`src/rtl/rx_bit_timer.sv`:
```
// Receive bit timer: times bit cells, NRZI-decodes the sampled line, removes
// stuffed bits and flags stuffing violations and byte boundaries.
module rx_bit_timer #(
   parameter int CLKS_PER_BIT = 8,
   parameter int SAMPLE_POINT = 3
) (
   input  logic clk,
   input  logic n_rst,
   input  logic serial_in,
   input  logic edge_detected,
   input  logic enable,
   output logic shift_enable,
   output logic bit_out,
   output logic byte_done,
   output logic stuff_err
);

   localparam logic [3:0] CNT_LAST   = 4'(CLKS_PER_BIT - 1);
   localparam logic [3:0] CNT_SAMPLE = 4'(SAMPLE_POINT);
   localparam logic [2:0] ONES_MAX   = 3'd6;

   logic [3:0] cnt_q, cnt_d;
   logic       prev_level_q, prev_level_d;
   logic [2:0] ones_cnt_q, ones_cnt_d;
   logic [2:0] bit_cnt_q, bit_cnt_d;
   logic       shift_enable_q, shift_enable_d;
   logic       bit_out_q, bit_out_d;
   logic       byte_done_q, byte_done_d;
   logic       stuff_err_q, stuff_err_d;

   logic       sample_event;
   logic       decoded;

   assign sample_event = enable && !edge_detected && (cnt_q == CNT_SAMPLE);
   assign decoded      = (serial_in == prev_level_q);

   // Bit-cell counter; an edge restarts the cell so the edge cycle is count 0.
   always_comb begin
      cnt_d = cnt_q;
      if (!enable) begin
         cnt_d = 4'd0;
      end else if (edge_detected) begin
         cnt_d = 4'd1;
      end else if (cnt_q == CNT_LAST) begin
         cnt_d = 4'd0;
      end else begin
         cnt_d = cnt_q + 4'd1;
      end
   end

   always_comb begin
      prev_level_d   = prev_level_q;
      ones_cnt_d     = ones_cnt_q;
      bit_cnt_d      = bit_cnt_q;
      shift_enable_d = 1'b0;
      byte_done_d    = 1'b0;
      stuff_err_d    = 1'b0;
      bit_out_d      = bit_out_q;
      if (sample_event) begin
         prev_level_d = serial_in;
         if (ones_cnt_q == ONES_MAX) begin
            // Seventh bit after six ones: a 0 is stuffing, a 1 is a violation.
            ones_cnt_d  = 3'd0;
            stuff_err_d = decoded;
         end else begin
            shift_enable_d = 1'b1;
            bit_out_d      = decoded;
            ones_cnt_d     = decoded ? (ones_cnt_q + 3'd1) : 3'd0;
            bit_cnt_d      = bit_cnt_q + 3'd1;
            byte_done_d    = (bit_cnt_q == 3'd7);
         end
      end
      // Closing the window drops any partial byte and restarts NRZI at idle.
      if (!enable) begin
         prev_level_d = 1'b1;
         ones_cnt_d   = 3'd0;
         bit_cnt_d    = 3'd0;
      end
   end

   always_ff @(posedge clk) begin
      if (!n_rst) begin
         cnt_q          <= 4'd0;
         prev_level_q   <= 1'b1;
         ones_cnt_q     <= 3'd0;
         bit_cnt_q      <= 3'd0;
         shift_enable_q <= 1'b0;
         bit_out_q      <= 1'b1;
         byte_done_q    <= 1'b0;
         stuff_err_q    <= 1'b0;
      end else begin
         cnt_q          <= cnt_d;
         prev_level_q   <= prev_level_d;
         ones_cnt_q     <= ones_cnt_d;
         bit_cnt_q      <= bit_cnt_d;
         shift_enable_q <= shift_enable_d;
         bit_out_q      <= bit_out_d;
         byte_done_q    <= byte_done_d;
         stuff_err_q    <= stuff_err_d;
      end
   end

   assign shift_enable = shift_enable_q;
   assign bit_out      = bit_out_q;
   assign byte_done    = byte_done_q;
   assign stuff_err    = stuff_err_q;

endmodule

```
`config.mk`:
```
export PLATFORM = sky130hd
export DESIGN_NAME = rx_bit_timer
export DESIGN_NICKNAME = d
export VERILOG_FILES = /design/src/rtl/rx_bit_timer.sv
export SDC_FILE = /design/constraint.sdc
export NUM_CORES = 1
export LEC_CHECK = 0
export ABC_AREA = 1
export CORE_ASPECT_RATIO = 1.1
export CORE_MARGIN = 2
export CORE_UTILIZATION = 45
export CTS_CLUSTER_DIAMETER = 50
export DETAILED_ROUTE_END_ITERATION = 10
export DONT_BUFFER_PORTS = 1
export GPL_ROUTABILITY_DRIVEN = 0
export PLACE_DENSITY = 0.65
export SETUP_SLACK_MARGIN = 0.2
export SLEW_MARGIN = 0
export SYNTH_ARGS = -nofsm -noshare
export SYNTH_HDL_FRONTEND = slang
export SYNTH_SLANG_ARGS = --single-unit
export TNS_END_PERCENT = 10
```
`constraint.sdc`:
```
create_clock -name clk -period 4.05 [get_ports clk]
set_clock_uncertainty 0.15 [all_clocks]
set_input_delay 1.215 -clock clk [delete_from_list [all_inputs] [get_ports clk]]
set_output_delay 1.215 -clock clk [all_outputs]
set_load 0.01 [all_outputs]
```
Word-level counts from Yosys, hierarchy flattened
Index checks and enable logic that the tools add are counted.
- reductions and logical operators: 9
- eq/ne operators: 5
- bitwise operators: 4
- mux-type cells: 5
- add/sub/neg operators: 3
- operator list (kind ; count):
    $add 3x1->3 const B ; 2
    $eq 3x3->1 const B ; 2
    $mux 3 ; 2
    $reduce_and 2->1 ; 3
    $add 4x1->4 const B ; 1
    $eq 4x2->1 const B ; 1
    $eq 4x3->1 const B ; 1
    $not 1->1 ; 4
    $reduce_or 4->1 ; 1
    $mux 1 ; 3
    $reduce_and 3->1 ; 1
    $reduce_or 3->1 ; 1
    $logic_and 1x1->1 ; 2
    $eq 1x1->1 ; 1
    $logic_not 1->1 ; 1
- word-level logic and storage cells: 35
- input port bits: 5
- register bits: 15
- output and inout port bits: 4

Depth between registers and ports, before layout
Gate-level depths: netlist of run 1.
- word-level depth: 5
- mapped depth: 7
- gate-level depth less buffers: 7

Worst setup path before layout of run 1
No wires, ideal clock.
- path type: input -> register
- start: input port edge_detected
- end: register bit_cnt_q[0]
- path buffers: 0
- arrival time: 1773 ps
- cell stages on the path: 6
- library setup time: 124 ps
- data required time: 3776 ps
- path slack: 2003 ps
- cell sequence: inv_1 -> nand2_1 -> nor2_8 -> nand2_4 -> nand2_1 -> a21oi_1
- longest elaborated chain between the ends: 4
- RTL lines (item ; line ; source):
    from (decl) ; 10 ; input logic edge_detected,
    $logic_not 1->1 ; 34 ; assign sample_event = enable && !edge_detected && (cnt_q == CNT_SAMPLE);
    $logic_and 1x1->1 (2 in series) ; 34 ;
    $reduce_and 2->1 (no source line) ; -- ;
    to (signal assigned) ; 95 ; bit_cnt_q <= bit_cnt_d;
    to (decl) ; 25 ; logic [2:0] bit_cnt_q, bit_cnt_d;
Every way passes these cells.
A chain may end at the register's enable or synchronous reset.

Worst setup path in the final report of run 1
- start: register bit_out_q (netlist: bit_out)
- end: output port bit_out
- RTL lines (item ; line ; source):
    from (decl) ; 27 ; logic bit_out_q, bit_out_d;
    from (signal assigned) ; 97 ; bit_out_q <= bit_out_d;
    to (decl) ; 13 ; output logic bit_out,
No word-level cell between the ends.

==> results.json, run 1 <==
{
  "rsz0062_at_grt": "no",
  "worstHoldStart": "bit_cnt_q[1]",
  "grt_pass1_wl_um": 1840,
  "crit_path_end_kind": "output pin",
  "start_util": 0.492,
  "io_pins": 9,
  "postRouteAntennaNets": 0,
  "fp.dieW_um": 41.3,
  "synth.cell_area_um2": 689,
  "via_count": 531,
  "antenna_found_initial": 0,
  "syn_nets": 95,
  "hold_viol_final": 0,
  "setup_viol_count_final": 0,
  "layout_commonest_cell": "nand2_1",
  "numCtsBuffers": 3,
  "r2r_slack_ns": 2.65,
  "cts_buffer_depth": 2,
  "wl_per_cell_um": 10.2,
  "drtPass1Iterations": 4,
  "crit_required_ns": 2.68,
  "synth_compound_area_frac": 0.0799,
  "drive_gt1_frac": 0.101,
  "gr-usage-all-layers": 0.152,
  "ys_ff_latch": 15,
  "ctsHoldBuffers": 0,
  "cts_resized": 0,
  "fmax_mhz": 492,
  "synth-simple-area-share": 0.316,
  "drc": 0,
  "status": "complete, no violations",
  "r2r_cells": 6,
  "ys_seq_area_frac": 0.436,
  "path_clk_slew_ns": 0.08,
  "final_cell_mix": "nand2_1 (20), dfxtp_1 (15), inv_1 (12)",
  "clock_latency_ns": 0.28,
  "worst-slew-pin-transition_ns": 0.315,
  "clkSinkCount": 15,
  "fin_ws_ns": 2.02,
  "gr-total-overflow": 0,
  "pre_cts_ws_ns": 1.92,
  "rows": 14,
  "drt-total-wl_um": 1070,
  "hp-class": "reg -> reg",
  "fin_crit_sh": 0.502,
  "timing.rr.end": "bit_cnt_q[0]",
  "fillerInstances": 153,
  "whs_endpoint": "bit_cnt_q[1]",
  "die_area_um2": 1860,
  "port_buffers": 0,
  "dp_hpwl_um": 839,
  "slew_violations": 0,
  "nNetsFinal": 100,
  "critPathKind": "reg -> out",
  "diodes": 0,
  "synth_top_family_by_area": "simple AND/OR/NAND/NOR gates",
  "max_cap_violations": 0,
  "drt_iter0_markers": 6,
  "fin_tns_setup_ns": 0,
  "arrival_ns": 0.67,
  "ys.warnings.count": 0,
  "muxShareOfSynthArea": 0,
  "synth_fa_ha_area_frac": 0.0907,
  "synth.avg_cell_area_um2": 8.11,
  "area_growth_pct": 6.72,
  "cp_max_fo": 2,
  "coreArea_um2": 1400,
  "grt_pass1_vias": 480,
  "ys_types": 17,
  "cts_setup_buffers": 0,
  "p_leak_nw": 0.324,
  "start_kind": "flop",
  "grt_max_degree": 11,
  "via_per_inst": 5.06,
  "power_density_nw_per_um2": 327,
  "cts-root-buf": "clkbuf_4",
  "ir_drop_mv": 0.146,
  "synthXorXnorAreaFrac": 0.0127,
  "min_path_cells": 2,
  "syn_inst": 85,
  "cts_tree": "built",
  "htree_num_levels": 1,
  "timing.rr.start": "cnt_q[0]",
  "die_h_um": 45.1,
  "max-slew-margin-rel": 0.790,
  "period_needed_ns": 2.03
}
-- power breakdown --
group / total, mW / internal (mW) / switching (mW)
Clock: 0.0838 / 0.0382 / 0.0456
Combinational: 0.00776 / 0.00231 / 0.00545
Sequential: 0.149 / 0.148 / 0.000611
-- per-layer routing --
metal,vias to the layer above,track usage,wire (um)
li1,283,-,-
met1,232,0.188,549
met2,11,0.213,428
met4,0,0.135,43
met3,5,0.0345,50
met5,-,0,0
-- Yosys cell counts --
| cell type | number | area [um2] |
|---|---|---|
| nor4_1 | 1 | 6.26 |
| nor2_1 | 6 | 22.5 |
| a21oi_1 | 8 | 40.0 |
| inv_1 | 12 | 45.0 |
| o211ai_1 | 2 | 15.0 |
| nand2_1 | 20 | 75.1 |
| nand4_1 | 1 | 6.26 |
| nand2_2 | 1 | 6.26 |
| nor2_8 | 1 | 20.0 |
| xnor2_1 | 1 | 8.76 |
| nand3_1 | 8 | 40.0 |
| dfxtp_1 | 15 | 300 |
| nor2_2 | 1 | 6.26 |
| nand2_4 | 1 | 11.3 |
| ha_1 | 5 | 62.6 |
| nor3b_2 | 1 | 12.5 |
| nand3b_2 | 1 | 11.3 |
-- per-stage QoR --
step	total power, mW	hold WS, ns	instances	instance area [um2]	utilization
global placement	0.160	0.310	101	709	0.506
global route	0.250	0.347	105	736	0.525
CTS	0.244	0.322	105	736	0.525
floorplan	0.159	0.294	85	689	-
finish	0.240	0.322	105	736	0.525
detailed placement	0.160	0.308	101	709	0.506
-- area by class of cell --
cell class                 instances  area [um2]  area share
tap                               16        20.0      0.0272
clock buffer                       4        26.3      0.0357
inverter                          12        45.0      0.0612
sequential                        15         300       0.408
multi-input combinational         58         344       0.468
-- state kept, by name (all words and copies together), names as in the netlist --
signal / cells
byte_done: 1
cnt_q: 4
prev_level_q: 1
ones_cnt_q: 3
stuff_err: 1
bit_out: 1
shift_enable: 1
bit_cnt_q: 3
-- cells by family (layout without fill, tap and decap cells) --
logic type                 count (synthesis)  after routing
and+or+nand+nor                           42             42
DFF                                       15             15
buffers and inverters                     12             16
AOI/OAI and AO/OA                         10             10
adders and majority gates                  5              5
xor gates and xnor gates                   1              1
-- worst max-delay path by stage --
| stage | start | endpoint | slack, ns | cells after the start |
|---|---|---|---|---|
| floorplan | edge_detected | bit_cnt_q[0] | 2.00 | 6 |
| global placement | edge_detected | bit_cnt_q[1] | 1.94 | 6 |
| detailed placement | edge_detected | bit_cnt_q[0] | 1.92 | 6 |
| CTS | bit_out | bit_out | 2.01 | 0 |
| global route | bit_out | bit_out | 1.98 | 0 |
| finish | bit_out | bit_out | 2.02 | 0 |
(Power assumes the default switching activity.)
==> run 2, diff against run 1 <==
--- a/config.mk
+++ b/config.mk
@@ -13,7 +13,7 @@
 export DETAILED_ROUTE_END_ITERATION = 10
 export DONT_BUFFER_PORTS = 1
 export GPL_ROUTABILITY_DRIVEN = 0
-export PLACE_DENSITY = 0.65
+export PLACE_DENSITY = 0.67
 export SETUP_SLACK_MARGIN = 0.2
 export SLEW_MARGIN = 0
 export SYNTH_ARGS = -nofsm -noshare
==> constraint.sdc (replaced) <==
create_clock -name clk -period 1.75 [get_ports clk]
set_clock_uncertainty 0.15 [all_clocks]
set_input_delay 0.525 -clock clk [delete_from_list [all_inputs] [get_ports clk]]
set_output_delay 0.525 -clock clk [all_outputs]
set_load 0.01 [all_outputs]
==> results.json, run 2 (synthesized netlist as in run 1, its figures left out) <==
{
  "start_util": 0.492,
  "coreArea_um2": 1400,
  "cts_resized": 0,
  "critPathKind": "reg -> reg",
  "nNetsFinal": 100,
  "drt-total-wl_um": 1100,
  "clkSinkCount": 15,
  "worst-slew-pin-transition_ns": 0.319,
  "biggestRegsByFlops": "cnt_q (4), bit_cnt_q (3), ones_cnt_q (3)",
  "fin_crit_sh": 0.809,
  "die_area_um2": 1860,
  "area_growth_pct": 6.72,
  "wl_per_cell_um": 10.4,
  "cts_buffer_depth": 2,
  "hold_viol_final": 0,
  "p_leak_nw": 0.324,
  "via_count": 533,
  "slew_violations": 0,
  "ir_drop_mv": 0.449,
  "period_needed_ns": 1.42,
  "die_h_um": 45.1,
  "min_path_cells": 1,
  "drtPass1Iterations": 4,
  "cp_max_fo": 8,
  "rsz0062_at_grt": "no",
  "clock_latency_ns": 0.28,
  "crit_required_ns": 1.77,
  "place_inst": 101,
  "diodes": 0,
  "dp_hpwl_um": 836,
  "fin_hold_ws_ns": 0.178,
  "grt_pass1_vias": 495,
  "timing.rr.end": "bit_cnt_q[1]",
  "path_clk_slew_ns": 0.08,
  "gr-total-overflow": 0,
  "start_kind": "flop",
  "max_cap_violations": 0,
  "drc": 0,
  "gr-usage-all-layers": 0.159,
  "grt_pass1_wl_um": 1910,
  "worstHoldStart": "n_rst",
  "fillerInstances": 137,
  "antenna_found_initial": 0,
  "via_per_inst": 5.08,
  "numCtsBuffers": 3,
  "io_pins": 9,
  "ctsHoldBuffers": 0,
  "r2r_slack_ns": 0.33,
  "arrival_ns": 1.43,
  "final_cell_mix": "nand2_1 (20), dfxtp_1 (15), inv_1 (12)",
  "setup_viol_count_final": 0,
  "final_util": 0.525,
  "cts_setup_buffers": 0,
  "fin_area_um2": 736,
  "layoutNonFillerInstCount": 105,
  "fin_tns_setup_ns": 0,
  "placed_area_um2": 709,
  "max-slew-margin-rel": 0.787,
  "rows": 14,
  "whs_endpoint": "bit_out",
  "crit_path_end_kind": "flop",
  "cts_tree": "built",
  "cts-root-buf": "clkbuf_4",
  "power_density_nw_per_um2": 756,
  "drive_gt1_frac": 0.101,
  "regMostFlops": "cnt_q",
  "r2r_cells": 6,
  "hp-class": "in -> reg",
  "fp.dieW_um": 41.3,
  "htree_num_levels": 1,
  "port_buffers": 0,
  "grt_max_degree": 11,
  "largest_reg_flops": 4,
  "status": "complete, no violations",
  "timing.rr.start": "ones_cnt_q[0]",
  "postRouteAntennaNets": 0,
  "drt_iter0_markers": 6,
  "fmax_mhz": 706,
  "layout_commonest_cell": "nand2_1"
}
==> run 2: cell counts in the layout (fill, tap and decap cells not counted) <==
Identical to the previous run, type by type.
==> run 2: worst max-delay path by stage <==
stage                  startpoint            to  depth (start not counted)
floorplan           edge_detected  bit_cnt_q[0]                          6
global placement    edge_detected  bit_cnt_q[1]                          6
detailed placement  edge_detected  bit_cnt_q[1]                          6
CTS                 ones_cnt_q[0]  bit_cnt_q[1]                          6
global route        ones_cnt_q[0]       bit_out                          6
finish              ones_cnt_q[0]  bit_cnt_q[1]                          6
==> run 2: layer usage <==
metal | vias up | global-route usage | routed length [um]
met4 | 0 | 0.135 | 45
met1 | 233 | 0.185 | 500
met3 | 5 | 0.0345 | 57
li1 | 282 | - | -
met5 | - | 0 | 0
met2 | 13 | 0.238 | 493
==> run 2: power by group <==
group / switching, mW / total (mW) / internal, mW
combinational: 0.0126 / 0.0179 / 0.00534
sequential: 0.00152 / 0.344 / 0.343
clock: 0.105 / 0.194 / 0.0885
total: 0.119 / 0.556 / 0.437
==> run 2: critical path, stage by stage (launching register included) <==
cell and delay [ns]:
dfxtp_1 0.38, inv_1 0.08, ha_1 0.20, nand2_1 0.26
nand2_4 0.11, nand2_1 0.07, a21oi_1 0.05
==> run 2: layout make-up <==
type / count / area (um2) / area share
clock buffer: 4 / 26.3 / 0.0357
inverter: 12 / 45.0 / 0.0612
multi-input combinational: 58 / 344 / 0.468
sequential: 15 / 300 / 0.408
tap: 16 / 20.0 / 0.0272
==> run 2: metrics by stage <==
stage,total power [mW],worst slack (ns)
2_1_floorplan,0.367,0.393
3_3_place_gp,0.370,0.333
3_5_place_dp,0.371,0.313
4_1_cts,0.563,0.329
5_1_grt,0.580,0.236
6_report,0.556,0.334
==> run 3, diff against run 2 <==
==> constraint.sdc (replaced) <==
create_clock -name clk -period 1.3 [get_ports clk]
set_clock_uncertainty 0.15 [all_clocks]
set_input_delay 0.39 -clock clk [delete_from_list [all_inputs] [get_ports clk]]
set_output_delay 0.39 -clock clk [all_outputs]
set_load 0.01 [all_outputs]
==> results.json, run 3 (synthesized netlist as in run 1, its figures left out) <==
{
  "status": "complete, no violations",
  "cts_buffer_depth": 2,
  "cts_tree": "built",
  "period_needed_ns": 1.23,
  "ir_drop_mv": 0.434,
  "final_cell_mix": "nand2_1 (18), inv_1 (12), dfxtp_1 (9)",
  "via_per_inst": 5.20,
  "numCtsBuffers": 3,
  "postRouteAntennaNets": 0,
  "critical-path-max-stage-delay_ns": 0.36,
  "drt_iter0_markers": 8,
  "p_leak_nw": 0.370,
  "min_path_cells": 1,
  "setup_viol_count_final": 0,
  "slew_violations": 0,
  "cp_cell_sequence": "ha_4 > nand2_4 > nor2_8 > nand2_4 > nand2_1 > a21oi_2",
  "power.total_mw": 0.768,
  "r2r_cells": 6,
  "clock_latency_ns": 0.28,
  "rsz0062_at_grt": "yes",
  "biggestRegsByFlops": "cnt_q (4), bit_cnt_q (3), ones_cnt_q (3)",
  "largest_reg_flops": 4,
  "io_pins": 9,
  "nNetsFinal": 106,
  "drt-total-wl_um": 1250,
  "start_util": 0.492,
  "fp.dieW_um": 41.3,
  "cp_max_fo": 6,
  "drtPass1Iterations": 6,
  "antenna_found_initial": 0,
  "max_cap_violations": 0,
  "wl_per_cell_um": 11.3,
  "dp_hpwl_um": 861,
  "layout_commonest_cell": "nand2_1",
  "regMostFlops": "cnt_q",
  "clkSinkCount": 15,
  "path_common_cell": "nand2_4",
  "fin_hold_ws_ns": 0.0324,
  "whs_endpoint": "bit_out",
  "diodes": 0,
  "cpMaxStageDelayCell": "dfxtp_2",
  "rows": 14,
  "timing.rr.start": "cnt_q[0]",
  "gr-total-overflow": 0,
  "critPathKind": "reg -> reg",
  "arrival_ns": 1.26,
  "max-slew-margin-rel": 0.796,
  "crit_required_ns": 1.32,
  "port_buffers": 0,
  "cts-root-buf": "clkbuf_4",
  "hp-class": "in -> reg",
  "fin_tns_setup_ns": 0,
  "hold_viol_final": 0,
  "via_count": 577,
  "area_growth_pct": 21.1,
  "die_area_um2": 1860,
  "fin_crit_sh": 0.949,
  "fmax_mhz": 810,
  "r2r_slack_ns": 0.07,
  "start_kind": "flop",
  "grt_pass1_vias": 536,
  "drc": 0,
  "drive_gt1_frac": 0.295,
  "path_clk_slew_ns": 0.09,
  "worst-slew-pin-transition_ns": 0.306,
  "grt_max_degree": 10,
  "worstHoldStart": "n_rst",
  "timing.rr.end": "bit_cnt_q[1]",
  "ctsHoldBuffers": 0,
  "htree_num_levels": 1,
  "power_density_nw_per_um2": 920,
  "grt_pass1_wl_um": 2150,
  "crit_path_end_kind": "flop",
  "die_h_um": 45.1,
  "coreArea_um2": 1400,
  "gr-usage-all-layers": 0.177
}
## run 3: cell count changes in the layout (fill, tap and decap cells not counted), moves of 2 or more
cell	delta
dfxtp_2	+6
ha_2	+2
nand2_4	+2
buf_4	+5
nand2_1	-2
nor2_4	+2
dfxtp_1	-6
ha_1	-3
## run 3: area by class of cell
class	count	area [um2]
Fill cell	125	567
Multi-Input combinational cell	59	397
Sequential cell	15	308
Inverter	12	45.0
Timing Repair Buffer	5	37.5
Clock buffer	3	22.5
Tap cell	16	20.0
Clock inverter	1	5.00
## run 3: timing repair
| action | CTS | global route |
|---|---|---|
| cloned | 1 | 0 |
| gates resized for setup | 7 | 2 |
| buffers inserted | 4 | 1 |
| endpoints found under the setup margin | 16 | 19 |
| pin swaps | 4 | 1 |
## run 3: worst max-delay path, delay by kind of cell, from the launching register on
family / cells / cell delay (ns)
AND/OR/NAND/NOR: 4 / 0.38
flip-flops: 1 / 0.36
adder cells (fa/ha/maj): 1 / 0.18
AO/OA/AOI/OAI: 1 / 0.05
## run 3: power breakdown
group | internal, mW | switching, mW
Sequential | 0.462 | 0.00256
Clock | 0.114 | 0.155
Combinational | 0.0132 | 0.0209
Total | 0.590 | 0.178
## run 3: through the flow
step                worst slack [ns]   util  instance area [um2]  std cells
floorplan                      0.125      -                  714         85
global placement              0.0402  0.524                  734        101
detailed placement            0.0328  0.524                  734        101
CTS                           0.0813  0.586                  821        110
global route                  0.0132  0.596                  835        111
finish                        0.0661  0.596                  835        111
## run 3: layer usage
metal / vias up / GRT usage / part of all wire
met1: 261 / 0.207 / 0.45
met4: 0 / 0.116 / 0.015
met3: 2 / 0.0443 / 0.053
met2: 13 / 0.275 / 0.48
li1: 301 / - / -
met5: - / 0 / 0
## run 3: worst max-delay path by stage
stage                     slack [ns]      from      endpoint  depth (start not counted)
after floorplan                 0.13  cnt_q[1]  bit_cnt_q[0]                          6
after global placement          0.04  cnt_q[0]  bit_cnt_q[1]                          6
after detailed placement        0.03  cnt_q[1]  bit_cnt_q[1]                          6
after CTS                       0.08  cnt_q[1]  bit_cnt_q[1]                          6
after global routing            0.01  cnt_q[0]       bit_out                          6
final                           0.07  cnt_q[0]  bit_cnt_q[1]                          6
